--- config.mk ---
export PLATFORM = sky130hd
export DESIGN_NAME = deserializador
export DESIGN_NICKNAME = d
export VERILOG_FILES = /design/src/rtl/deserializador_pkg.sv /design/src/rtl/deserializador_shift_reg.sv /design/src/rtl/deserializador.sv
export SDC_FILE = /design/constraint.sdc
export NUM_CORES = 1
export LEC_CHECK = 0
export ABC_CLOCK_PERIOD_IN_PS = 1300
export CORE_MARGIN = 10
export CORE_UTILIZATION = 34
export DETAILED_ROUTE_END_ITERATION = 6
export GPL_TIMING_DRIVEN = 1
export PLACE_DENSITY_LB_ADDON = 0.15
export REMOVE_ABC_BUFFERS = 1
export SYNTH_ARGS = -nofsm -noshare
export SYNTH_HDL_FRONTEND = slang
export SYNTH_SLANG_ARGS = --single-unit
export TNS_END_PERCENT = 5
--- constraint.sdc ---
create_clock -name clk_100KHz -period 1.3 [get_ports clk_100KHz]
set_input_delay 0.26 -clock clk_100KHz [delete_from_list [all_inputs] [get_ports clk_100KHz]]
set_output_delay 0.26 -clock clk_100KHz [all_outputs]
set_load 0.05 [all_outputs]
--- src/rtl/deserializador_pkg.sv ---
// Shared types and constants for the serial-to-parallel receiver.
package deserializador_pkg;

    // Bits per word unless the instantiating level overrides it.
    localparam int DATA_WIDTH_DEF = 8;

    typedef enum logic {
        RECEIVE  = 1'b0,
        WAIT_ACK = 1'b1
    } state_e;

endpackage

--- src/rtl/deserializador_shift_reg.sv ---
// Shift register and bit counter for one serial word, MSB first.
// word_o is the value the register takes on this edge, so the top can
// capture the full word on the same edge that samples the last bit.
module deserializador_shift_reg
    import deserializador_pkg::*;
#(
    parameter int DATA_WIDTH = DATA_WIDTH_DEF
) (
    input  logic                  clk_i,
    input  logic                  rst_i,
    input  logic                  shift_en_i,
    input  logic                  data_i,
    output logic [DATA_WIDTH-1:0] word_o,
    output logic                  done_o
);

    localparam int CNT_W = (DATA_WIDTH > 2) ? $clog2(DATA_WIDTH) : 1;
    localparam logic [CNT_W-1:0] LAST_BIT = CNT_W'(DATA_WIDTH - 1);

    logic [DATA_WIDTH-1:0] shift_q, shift_d;
    logic [CNT_W-1:0]      cnt_q, cnt_d;

    // Shift in a bit when enabled; wrap the counter and flag completion on the last bit.
    always_comb begin
        shift_d = shift_q;
        cnt_d   = cnt_q;
        done_o  = 1'b0;
        word_o  = {shift_q[DATA_WIDTH-2:0], data_i};
        if (shift_en_i) begin
            shift_d = word_o;
            if (cnt_q == LAST_BIT) begin
                cnt_d  = '0;
                done_o = 1'b1;
            end else begin
                cnt_d = cnt_q + 1'b1;
            end
        end
    end

    // Register the shift contents and bit count.
    always_ff @(posedge clk_i or posedge rst_i) begin
        if (rst_i) begin
            shift_q <= '0;
            cnt_q   <= '0;
        end else begin
            shift_q <= shift_d;
            cnt_q   <= cnt_d;
        end
    end

endmodule

--- src/rtl/deserializador.sv ---
// Serial-to-parallel receiver with a ready/ack handshake.
//
//   state    | meaning
//   ---------+-----------------------------------------------------------
//   RECEIVE  | accepting qualified serial bits, ack_in ignored
//   WAIT_ACK | completed word held on data_out, bits refused until ack_in
//
// When ack_in and write_in coincide in WAIT_ACK the bit is dropped: the
// shifter is only enabled in RECEIVE.
module deserializador
    import deserializador_pkg::*;
#(
    parameter int DATA_WIDTH = DATA_WIDTH_DEF
) (
    input  logic                  clk_100KHz,
    input  logic                  reset,
    input  logic                  data_in,
    input  logic                  write_in,
    input  logic                  ack_in,
    output logic                  status_out,
    output logic [DATA_WIDTH-1:0] data_out,
    output logic                  data_ready
);

    state_e                state_q, state_d;
    logic                  ready_q, ready_d;
    logic [DATA_WIDTH-1:0] data_out_q, data_out_d;
    logic                  shift_en;
    logic                  word_done;
    logic [DATA_WIDTH-1:0] word_next;

    deserializador_shift_reg #(
        .DATA_WIDTH (DATA_WIDTH)
    ) u_shift_reg (
        .clk_i      (clk_100KHz),
        .rst_i      (reset),
        .shift_en_i (shift_en),
        .data_i     (data_in),
        .word_o     (word_next),
        .done_o     (word_done)
    );

    // Next-state, shift enable and output-register loads.
    always_comb begin
        state_d    = state_q;
        ready_d    = ready_q;
        data_out_d = data_out_q;
        shift_en   = 1'b0;
        case (state_q)
            RECEIVE: begin
                shift_en = write_in;
                if (word_done) begin
                    state_d    = WAIT_ACK;
                    ready_d    = 1'b1;
                    data_out_d = word_next;
                end
            end
            WAIT_ACK: begin
                if (ack_in) begin
                    state_d = RECEIVE;
                    ready_d = 1'b0;
                end
            end
            default: begin
                state_d = RECEIVE;
                ready_d = 1'b0;
            end
        endcase
    end

    // State and output registers.
    always_ff @(posedge clk_100KHz or posedge reset) begin
        if (reset) begin
            state_q    <= RECEIVE;
            ready_q    <= 1'b0;
            data_out_q <= '0;
        end else begin
            state_q    <= state_d;
            ready_q    <= ready_d;
            data_out_q <= data_out_d;
        end
    end

    assign data_out   = data_out_q;
    assign data_ready = ready_q;
    assign status_out = ready_q;

endmodule

==> results of run 1 <==
-- flip-flops by register name, indices dropped and copies added, names as in the netlist --
name / flops
state_q: 1
data_ready: 1
data_out: 8
u_shift_reg.cnt_q: 3
u_shift_reg.shift_q: 7
-- worst register-to-register path, stage by stage, from the launching register on --
cell,delay [ps]
sky130_fd_sc_hd__dfrtp_1,440
sky130_fd_sc_hd__ha_4,190
sky130_fd_sc_hd__ha_4,180
sky130_fd_sc_hd__nand3b_4,140
sky130_fd_sc_hd__mux2_4,310
-- layout make-up --
class                           count  area [sq um]  share of cell area, %
Tap cell                           28          35.0                   2.85
Clock inverter                      1          30.0                   2.44
Timing Repair Buffer               17           265                   21.6
Sequential cell                    20           500                   40.7
Multi-Input combinational cell     29           365                   29.7
Clock buffer                        3          22.5                   1.83
Inverter                            3          11.3                  0.916
-- Yosys cell counts --
master and count:
sky130_fd_sc_hd__buf_4 1, sky130_fd_sc_hd__mux2_2 15, sky130_fd_sc_hd__ha_1 2, sky130_fd_sc_hd__inv_1 3, sky130_fd_sc_hd__nand2b_1 1, sky130_fd_sc_hd__nand3b_4 1, sky130_fd_sc_hd__nor2_1 1, sky130_fd_sc_hd__a21oi_1 1
sky130_fd_sc_hd__o22ai_1 1, sky130_fd_sc_hd__and2b_4 1, sky130_fd_sc_hd__nor2b_1 1, sky130_fd_sc_hd__dfrtp_1 20, sky130_fd_sc_hd__o21ai_0 1, sky130_fd_sc_hd__mux2_1 3
-- layout by cell type (no fill, tap or decap), drive strengths merged --
cell	count
nor2b	1
o21ai	1
mux2	18
dfrtp	20
bufinv	1
nand3b	2
dlymetal6s2s	1
a21oi	1
nand2b	1
clkbuf	3
clkdlybuf4s50	3
ha	2
and2b	1
buf	13
nor2	1
o22ai	1
inv	3
-- metal layers --
| layer | up-vias | part of all wire (%) | track usage [%] |
|---|---|---|---|
| li1 | 228 | - | - |
| met1 | 248 | 42 | 9.08 |
| met2 | 17 | 44 | 11.3 |
| met3 | 5 | 11 | 3.54 |
| met4 | 0 | 2.7 | 5.17 |
| met5 | - | 0 | 0 |
-- power by group through the flow --
stage          sequential, mW  clock [mW]  combinational [mW]
2_1_floorplan            1.60           0               0.470
3_3_place_gp             1.19           0                1.73
3_5_place_dp             1.20           0                1.76
4_1_cts                  1.21       0.523                1.92
5_1_grt                  1.28       0.549                2.04
6_report                 1.23       0.510                1.93
-- timing repair --
item / in CTS / in global routing
endpoints found under the setup margin: 10 / 15
pin swaps: 1 / 1
buffers inserted: 0 / 0
gates resized for setup: 12 / 2
cloned: 1 / 0
-- stage by stage --
| stage | power, mW | TNS (ps) | hold slack, ps |
|---|---|---|---|
| floorplan | 2.07 | -656 | 224 |
| global placement | 2.92 | -3170 | 475 |
| detailed placement | 2.95 | -3490 | 486 |
| CTS | 3.66 | -236 | 266 |
| global route | 3.87 | -732 | 265 |
| finish | 3.67 | -360 | 265 |
-- path summary, 6_finish.rpt --
| kind | slack, ps | endpoint | cells past startpoint |
|---|---|---|---|
| worst max-delay path | -60 | data_out[6] | 4 |
| worst min-delay path | 260 | data_out[3] | 3 |
| worst max register to register | -60 | data_out[6] | 4 |
| worst min register to register | 550 | data_out[4] | 1 |
| max in group asynchronous | 840 | u_shift_reg.shift_q[3] | 3 |
| min in group clk_100KHz | 450 | data_ready | 3 |
-- kinds of logic (layout without fill, tap and decap cells) --
logic type,Yosys count,count (layout)
adder cells (fa/ha/maj),2,2
AO/OA/AOI/OAI,3,3
multiplexers,18,18
AND/OR/NAND/NOR,5,6
buffers and inverters,4,24
flip-flops,20,20
==> impl_metrics.env, run 1 <==
export IMPL_outcome="finished, violations left"
export IMPL_violated_checks="setup timing"
export IMPL_layout_core_utilization_pct=55.1
export IMPL_starting_density_of_the_core_pct=36.2
export IMPL_synth_mux_area_fraction_pct=25.0
export IMPL_post_synth_xor_area_fraction_pct=0
export IMPL_mappedNetlistArea_sq_um=810
export IMPL_grt_max_degree=21
export IMPL_track_usage_pct=7.80
export IMPL_synth_seq_cells=20
export IMPL_worst_r2r_startpoint="u_shift_reg.cnt_q[0]"
export IMPL_critPathKind="flop to flop"
export IMPL_slowest_delay_ps=440
export IMPL_rsz_0062_raised_after_global_routing="yes"
export IMPL_hp_class="input port to async pin"
export IMPL_report_final_hold_viol_count=0
export IMPL_crit_path_cell_trace="ha_4, ha_4, nand3b_4, mux2_4"
export IMPL_floorplan_die_width_um=68.8
export IMPL_clock_share_of_power_pct=13.9
export IMPL_antennaDiodeCount=0
export IMPL_floorplan_die_height_um=68.8
export IMPL_dieArea_sq_um=4730
export IMPL_detailedPlacementHpwl_um=1030
export IMPL_leakage_power_summed_over_all_cells_nw=0.605
export IMPL_filler_cell_count=194
export IMPL_synth_simple_gate_area_share_pct=5.72
export IMPL_drt_total_wl_um=1600
export IMPL_root_buffer="sky130_fd_sc_hd__clkbuf_4"
export IMPL_clkTransAtPathRegs_ps=110
export IMPL_drt_first_pass_iters=4
export IMPL_viasPerCell=4.93
export IMPL_report_final_setup_viol=9
export IMPL_critical_path_slowest_cell="sky130_fd_sc_hd__dfrtp_1"
export IMPL_power_switching_share_pct=36.6
export IMPL_synth_largest_area_cell="sky130_fd_sc_hd__dfrtp_1"
export IMPL_grt_overflow_total=0
export IMPL_critical_path_fanouts_max=5
export IMPL_cts_buffers=3
export IMPL_dr_total_vias=498
export IMPL_yosys_area_top_type_share_pct=61.8
export IMPL_synth_cell_type_count=14
export IMPL_ys_warnings_count=0
export IMPL_setup_worst_path_start="u_shift_reg.cnt_q[0]"
export IMPL_tritoncts_num_sinks=20
export IMPL_finalCriticalPeriod_ps=1360
export IMPL_io_buffers=14
export IMPL_placeableCoreArea_sq_um=2230
export IMPL_cap_violations=0
export IMPL_vias_in_the_first_global_route=545
export IMPL_power_density_nw_per_um2=2980
export IMPL_cts_hold_fix_buffers=0
export IMPL_worst_path_dominant_cell_family="flip-flops"
export IMPL_final_min_period_over_clock_period_pct=104
export IMPL_pwr_share_seq_pct=33.4
export IMPL_layout_area_overhead_vs_synth_pct=51.9
export IMPL_cts_tree="built"
export IMPL_critical_path_startpoint_type="flop"
export IMPL_global_route_wire_length_before_repair_um=2680
export IMPL_place_ws_ps=-231
export IMPL_synth_top_family_by_area="multiplexers"
export IMPL_synth_seq_area_share_pct=61.8
export IMPL_cp_required_ps=1500
export IMPL_worst_path_most_repeated_cell="sky130_fd_sc_hd__ha_4"
export IMPL_worst_setup_path_end_kind="flop"
export IMPL_timing_critical_path_buf_inv=0
export IMPL_final_design_area_no_fill_sq_um=1230
export IMPL_htree_num_levels=1
export IMPL_power_switching_mw=1.34
export IMPL_insertion_delay_ps=310
export IMPL_layout_drive_gt1_share_pct=52.1
export IMPL_synth_area_in_compound_gates_pct=2.01
export IMPL_numPlacedInstances=96
export IMPL_post_synth_fa_ha_maj_area_fraction_pct=3.09
export IMPL_combinationalPowerShare_pct=52.7
export IMPL_antenna_violations_before_repair=0
export IMPL_syn_area_per_cell_sq_um=15.6
export IMPL_drt_wirelength_per_cell_um=15.9
export IMPL_top_level_ports=15
export IMPL_max_freq_mhz=737
export IMPL_final_setup_skew_ps=0.616
export IMPL_cp_data_arrival_time_ps=1560
export IMPL_internal_power_component_mw=2.33
export IMPL_final_net_count=81
export IMPL_drt_iter0_drc=6
export IMPL_drv_slew=0
export IMPL_worst_ir_drop_vdd_mv=1.65
export IMPL_post_layout_nonfiller_instances=101
export IMPL_count_of_nets_left_with_antenna_violations_after_detail_routing=0
export IMPL_slew_headroom_pct=78.9
export IMPL_clock_tree_buffer_depth=2
export IMPL_tightest_slew_ps=316
export IMPL_syn_inst=52
export IMPL_yosys_top_cells_area="sky130_fd_sc_hd__dfrtp_1 (62%), sky130_fd_sc_hd__mux2_2 (21%), sky130_fd_sc_hd__mux2_1 (4.2%)"
export IMPL_row_count=17
export IMPL_drc=0
export IMPL_placed_area_sq_um=1100
export IMPL_timing_final_ws_setup_ps=-56.7
export IMPL_globalplace_congestion=0.671
(Power assumes the default switching activity.)
==> run 2: changes to the inputs <==
Settings changed: MAX_ROUTING_LAYER set to met4.
==> run 2 against run 1 <==
Net effect:
- global-route usage is 0.23 points higher
- register-to-register slack about the same
- the flow still finishes with violations (setup timing)
- largest cell class unchanged
- largest power group unchanged
- non-clock buffer count is the same
- count of clock-buffer cells in the layout stayed put
==> impl_metrics.env, run 2 (synthesis gave the netlist of run 1 again) <==
export IMPL_outcome="finished, violations left"
export IMPL_violated_checks="setup timing"
export IMPL_drt_total_wl_um=1600
export IMPL_drv_slew=0
export IMPL_grt_max_degree=21
export IMPL_finalCriticalPeriod_ps=1350
export IMPL_placeableCoreArea_sq_um=2230
export IMPL_slew_headroom_pct=78.9
export IMPL_root_buffer="sky130_fd_sc_hd__clkbuf_4"
export IMPL_area_sequential_sq_um=500
export IMPL_filler_cell_count=194
export IMPL_worst_path_most_repeated_cell="sky130_fd_sc_hd__ha_4"
export IMPL_layout_drive_gt1_share_pct=52.1
export IMPL_total_negative_setup_slack_ps=-333
export IMPL_clock_tree_buffer_depth=2
export IMPL_critical_path_fanouts_max=5
export IMPL_post_layout_nonfiller_instances=101
export IMPL_hp_class="input port to async pin"
export IMPL_critical_path_slowest_cell="sky130_fd_sc_hd__dfrtp_1"
export IMPL_multi_input_gate_area_sq_um=365
export IMPL_count_of_nets_left_with_antenna_violations_after_detail_routing=0
export IMPL_final_net_count=81
export IMPL_cp_data_arrival_time_ps=1560
export IMPL_report_final_setup_viol=9
export IMPL_critPathKind="flop to flop"
export IMPL_floorplan_die_width_um=68.8
export IMPL_row_count=17
export IMPL_cp_required_ps=1500
export IMPL_insertion_delay_ps=310
export IMPL_report_final_hold_viol_count=0
export IMPL_crit_path_cell_trace="ha_4, ha_4, nand3b_4, mux2_4"
export IMPL_drt_iter0_drc=9
export IMPL_drc=0
export IMPL_cts_tree="built"
export IMPL_power_density_nw_per_um2=2980
export IMPL_layout_commonest_cell="sky130_fd_sc_hd__dfrtp_1"
export IMPL_grt_overflow_total=0
export IMPL_critical_path_startpoint_type="flop"
export IMPL_leakage_power_summed_over_all_cells_nw=0.605
export IMPL_track_usage_pct=8.03
export IMPL_antenna_violations_before_repair=0
export IMPL_viasPerCell=4.90
export IMPL_cap_violations=0
export IMPL_worst_ir_drop_vdd_mv=1.65
export IMPL_tightest_slew_ps=316
export IMPL_starting_density_of_the_core_pct=36.2
export IMPL_io_buffers=14
export IMPL_top_level_ports=15
export IMPL_clkTransAtPathRegs_ps=110
export IMPL_cts_buffers=3
export IMPL_timing_critical_path_buf_inv=0
export IMPL_vias_in_the_first_global_route=548
export IMPL_slowest_delay_ps=440
export IMPL_globalplace_congestion=0.678
export IMPL_drt_wirelength_per_cell_um=15.9
export IMPL_power_total_mw=3.66
export IMPL_tritoncts_num_sinks=20
export IMPL_drt_first_pass_iters=4
export IMPL_numPlacedInstances=96
export IMPL_layout_common_cells="sky130_fd_sc_hd__dfrtp_1 (20), sky130_fd_sc_hd__buf_12 (10), sky130_fd_sc_hd__mux2_2 (8), sky130_fd_sc_hd__mux2_4 (8)"
export IMPL_timing_final_ws_setup_ps=-54.6
export IMPL_largest_register_ffs=8
export IMPL_floorplan_die_height_um=68.8
export IMPL_antennaDiodeCount=0
export IMPL_place_ws_ps=-231
export IMPL_final_min_period_over_clock_period_pct=104
export IMPL_worst_path_dominant_cell_family="flip-flops"
export IMPL_max_freq_mhz=738
export IMPL_layout_area_overhead_vs_synth_pct=51.9
export IMPL_final_setup_skew_ps=2.96
export IMPL_dr_total_vias=495
export IMPL_detailedPlacementHpwl_um=1030
export IMPL_global_route_wire_length_before_repair_um=2660
export IMPL_worst_setup_path_end_kind="flop"
export IMPL_rsz_0062_raised_after_global_routing="yes"
export IMPL_htree_num_levels=1
export IMPL_dieArea_sq_um=4730
-- run 2: what timing repair did --
item,in CTS,in global routing
gates cloned,1,0
hold buffers,0,0
buffers inserted,0,0
pin swaps,1,1
endpoints found under the setup margin,10,15
gates resized for setup,12,2
-- run 2: layout make-up --
type | instances | share of cell area [%]
Tap cell | 28 | 2.85
Multi-Input combinational cell | 29 | 29.7
Clock inverter | 1 | 2.44
Inverter | 3 | 0.916
Clock buffer | 3 | 1.83
Sequential cell | 20 | 40.7
Timing Repair Buffer | 17 | 21.6
-- run 2: final timing paths --
kind	from	end	slack, ps	depth (start not counted)
max in group asynchronous	reset	u_shift_reg.cnt_q[1]	830	3
max reg2reg	u_shift_reg.cnt_q[0]	data_out[2]	-50	4
max	u_shift_reg.cnt_q[0]	data_out[2]	-50	4
min	reset	data_out[3]	260	3
min reg2reg	u_shift_reg.shift_q[3]	data_out[4]	550	1
min in group clk_100KHz	write_in	data_ready	450	3
-- run 2: through the flow --
step,hold slack (ps),util [%],cell area (sq um)
2_1_floorplan,224,-,802
3_3_place_gp,475,49.2,1100
3_5_place_dp,486,49.2,1100
4_1_cts,266,54.5,1220
5_1_grt,265,55.1,1230
6_report,264,55.1,1230
-- run 2: report_power, final --
part	leakage, nW	internal (mW)	switching, mW
clock network	0.0279	0.312	0.196
logic	0.339	1.09	0.840
registers	0.238	0.924	0.303
total	0.605	2.32	1.34
-- run 2: layer usage --
metal	part of all wire, %	GRT usage, %	up-vias
met2	44	11.3	17
met1	43	9.27	246
met3	9.8	3.22	5
met5	0	-	-
li1	-	-	227
met4	2.6	5.17	0
-- run 2: worst min-delay path, delay by kind of cell --
family / cells / cell delay [ps]
buffers and inverters: 3 / 710
==> run 3: changes to the inputs <==
Settings changed: CTS_CLUSTER_SIZE set to 30, PLACE_DENSITY_LB_ADDON 0.15 to unset, TNS_END_PERCENT 5 to 1.
==> run 3 against run 2 <==
Net effect:
- the run still ends with setup timing left
- critical path depth stayed put
- core utilization grew 0.56 points
- first-iteration DRC count down 11%
- worst setup slack better by 18 ps
- largest cell class unchanged
- clock skew increased by 8.2 ps
- highest routed layer unchanged
- sequential share of layout area fell by 0.41 points
- final cell count is 3.0% higher
- clock power barely moved
- final area rose by 1.0%
- register-to-register slack better by 20 ps
- sequential cell count is the same
- total power increased by 0.54%
==> impl_metrics.env, run 3 (synthesis gave the netlist of run 1 again) <==
export IMPL_outcome="finished, violations left"
export IMPL_violated_checks="setup timing"
export IMPL_placeableCoreArea_sq_um=2230
export IMPL_leakage_power_summed_over_all_cells_nw=0.618
export IMPL_report_final_setup_viol=5
export IMPL_report_final_hold_viol_count=0
export IMPL_global_route_wire_length_before_repair_um=2790
export IMPL_root_buffer="sky130_fd_sc_hd__clkbuf_4"
export IMPL_hp_class="input port to async pin"
export IMPL_count_of_nets_left_with_antenna_violations_after_detail_routing=0
export IMPL_cp_required_ps=1490
export IMPL_layout_common_cells="sky130_fd_sc_hd__dfrtp_1 (20), sky130_fd_sc_hd__buf_12 (10), sky130_fd_sc_hd__mux2_2 (8), sky130_fd_sc_hd__mux2_4 (8), sky130_fd_sc_hd__buf_4 (6)"
export IMPL_detailedPlacementHpwl_um=1010
export IMPL_setup_reg_to_reg_worst_slack_ps=-40
export IMPL_antennaDiodeCount=0
export IMPL_critical_path_startpoint_type="flop"
export IMPL_pwr_share_seq_pct=33.0
export IMPL_worst_setup_path_end_kind="flop"
export IMPL_drt_first_pass_iters=3
export IMPL_busiest_layer_in_global_routing="met2"
export IMPL_grt_max_degree=21
export IMPL_htree_num_levels=1
export IMPL_worst_path_dominant_cell_family="flip-flops"
export IMPL_io_buffers=14
export IMPL_insertion_delay_ps=310
export IMPL_power_switching_share_pct=36.1
export IMPL_final_setup_skew_ps=11.2
export IMPL_grt_overflow_total=0
export IMPL_power_density_nw_per_um2=2960
export IMPL_worst_r2r_startpoint="u_shift_reg.cnt_q[1]"
export IMPL_internal_power_component_mw=2.35
export IMPL_layout_area_overhead_vs_synth_pct=53.5
export IMPL_globalplace_congestion=0.637
export IMPL_cp_data_arrival_time_ps=1530
export IMPL_crit_path_cell_trace="ha_2, ha_4, nand3b_4, mux2_4"
export IMPL_grt_met1_usage_pct=10.3
export IMPL_cts_buffers=3
export IMPL_power_switching_mw=1.33
export IMPL_tightest_slew_ps=317
export IMPL_worst_r2r_path_depth=4
export IMPL_final_net_count=84
export IMPL_rsz_0062_raised_after_global_routing="yes"
export IMPL_floorplan_die_width_um=68.8
export IMPL_drt_total_wl_um=1590
export IMPL_rr_endpoint="data_out[2]"
export IMPL_viasPerCell=4.74
export IMPL_track_usage_pct=8.24
export IMPL_power_total_mw=3.68
export IMPL_drt_iter0_drc=8
export IMPL_clock_share_of_power_pct=13.8
export IMPL_largest_register_ffs=8
export IMPL_floorplan_die_height_um=68.8
export IMPL_drc=0
export IMPL_cap_violations=0
export IMPL_finalCriticalPeriod_ps=1340
export IMPL_critPathKind="flop to flop"
export IMPL_final_min_period_over_clock_period_pct=103
export IMPL_layout_core_utilization_pct=55.6
export IMPL_layout_drive_gt1_share_pct=53.9
export IMPL_tritoncts_num_sinks=20
export IMPL_dieArea_sq_um=4730
export IMPL_drv_slew=0
export IMPL_max_freq_mhz=748
export IMPL_total_negative_setup_slack_ps=-142
export IMPL_clkTransAtPathRegs_ps=120
export IMPL_critical_path_slowest_cell="sky130_fd_sc_hd__dfrtp_1"
export IMPL_slew_headroom_pct=78.8
export IMPL_drt_wirelength_per_cell_um=15.3
export IMPL_critical_path_fanouts_max=5
export IMPL_cts_tree="built"
export IMPL_antenna_violations_before_repair=0
export IMPL_timing_final_ws_setup_ps=-37.1
export IMPL_grt_met2_usage_pct=11.5
export IMPL_layout_commonest_cell="sky130_fd_sc_hd__dfrtp_1"
export IMPL_slowest_delay_ps=400
export IMPL_row_count=17
export IMPL_combinationalPowerShare_pct=53.3
export IMPL_vias_in_the_first_global_route=573
export IMPL_starting_density_of_the_core_pct=36.2
export IMPL_timing_critical_path_buf_inv=0
export IMPL_dr_total_vias=493
export IMPL_clock_tree_buffer_depth=2
export IMPL_top_level_ports=15
export IMPL_worst_ir_drop_vdd_mv=1.82
export IMPL_globalRouteMet3Util_pct=2.09
-- run 3: changes by cell type in the layout (fill, tap and decap cells not counted), sizes merged --
cell,before,now
buf,13,16
-- run 3: area by class of cell --
class / count / area [sq um]
Fill cell: 191 / 991
Multi-Input combinational cell: 29 / 355
Tap cell: 28 / 35.0
Timing Repair Buffer: 20 / 288
Sequential cell: 20 / 500
Clock buffer: 3 / 22.5
Inverter: 3 / 11.3
Clock inverter: 1 / 30.0
-- run 3: per-stage QoR --
stage	instances	hold slack (ps)	area (sq um)	worst slack, ps
6_report	104	259	1240	-37.1
5_1_grt	104	262	1240	-87.5
4_1_cts	102	255	1200	-44.6
3_5_place_dp	96	490	1100	-224
3_3_place_gp	96	474	1100	-219
2_1_floorplan	51	224	802	-83.5
-- run 3: worst register-to-register path, stage by stage (launching register included) --
cell and delay, ps:
sky130_fd_sc_hd__dfrtp_1 400, sky130_fd_sc_hd__ha_2 200, sky130_fd_sc_hd__ha_4 180, sky130_fd_sc_hd__nand3b_4 140, sky130_fd_sc_hd__mux2_4 310
-- run 3: worst max path at each step --
| stage | endpoint | slack (ps) | start | depth (start not counted) |
|---|---|---|---|---|
| floorplan | data_out[1] | -80 | u_shift_reg.cnt_q[0] | 4 |
| global placement | u_shift_reg.cnt_q[1] | -220 | write_in | 3 |
| detailed placement | u_shift_reg.cnt_q[1] | -220 | write_in | 3 |
| CTS | data_out[4] | -40 | u_shift_reg.cnt_q[0] | 4 |
| global route | data_out[2] | -90 | u_shift_reg.cnt_q[0] | 4 |
| finish | data_out[2] | -40 | u_shift_reg.cnt_q[1] | 4 |
-- run 3: layer usage --
metal  routed length, um  vias up
li1                    -      231
met1                 773      245
met2                 684       13
met3                 104        4
met4                  31        0
met5                   0        -
-- run 3: power by group through the flow --
stage,clock network (mW),logic (mW),registers (mW)
after floorplan,0,0.470,1.60
after global placement,0,1.73,1.19
after detailed placement,0,1.75,1.20
after CTS,0.526,1.89,1.21
after global routing,0.555,2.10,1.26
final,0.507,1.96,1.21
-- run 3: timing repair --
action | in CTS | in global routing
hold buffers | 0 | 0
resized for setup | 8 | 5
pin swaps | 2 | 0
gates cloned | 1 | 0
setup endpoints to repair | 11 | 10
buffers inserted | 1 | 2
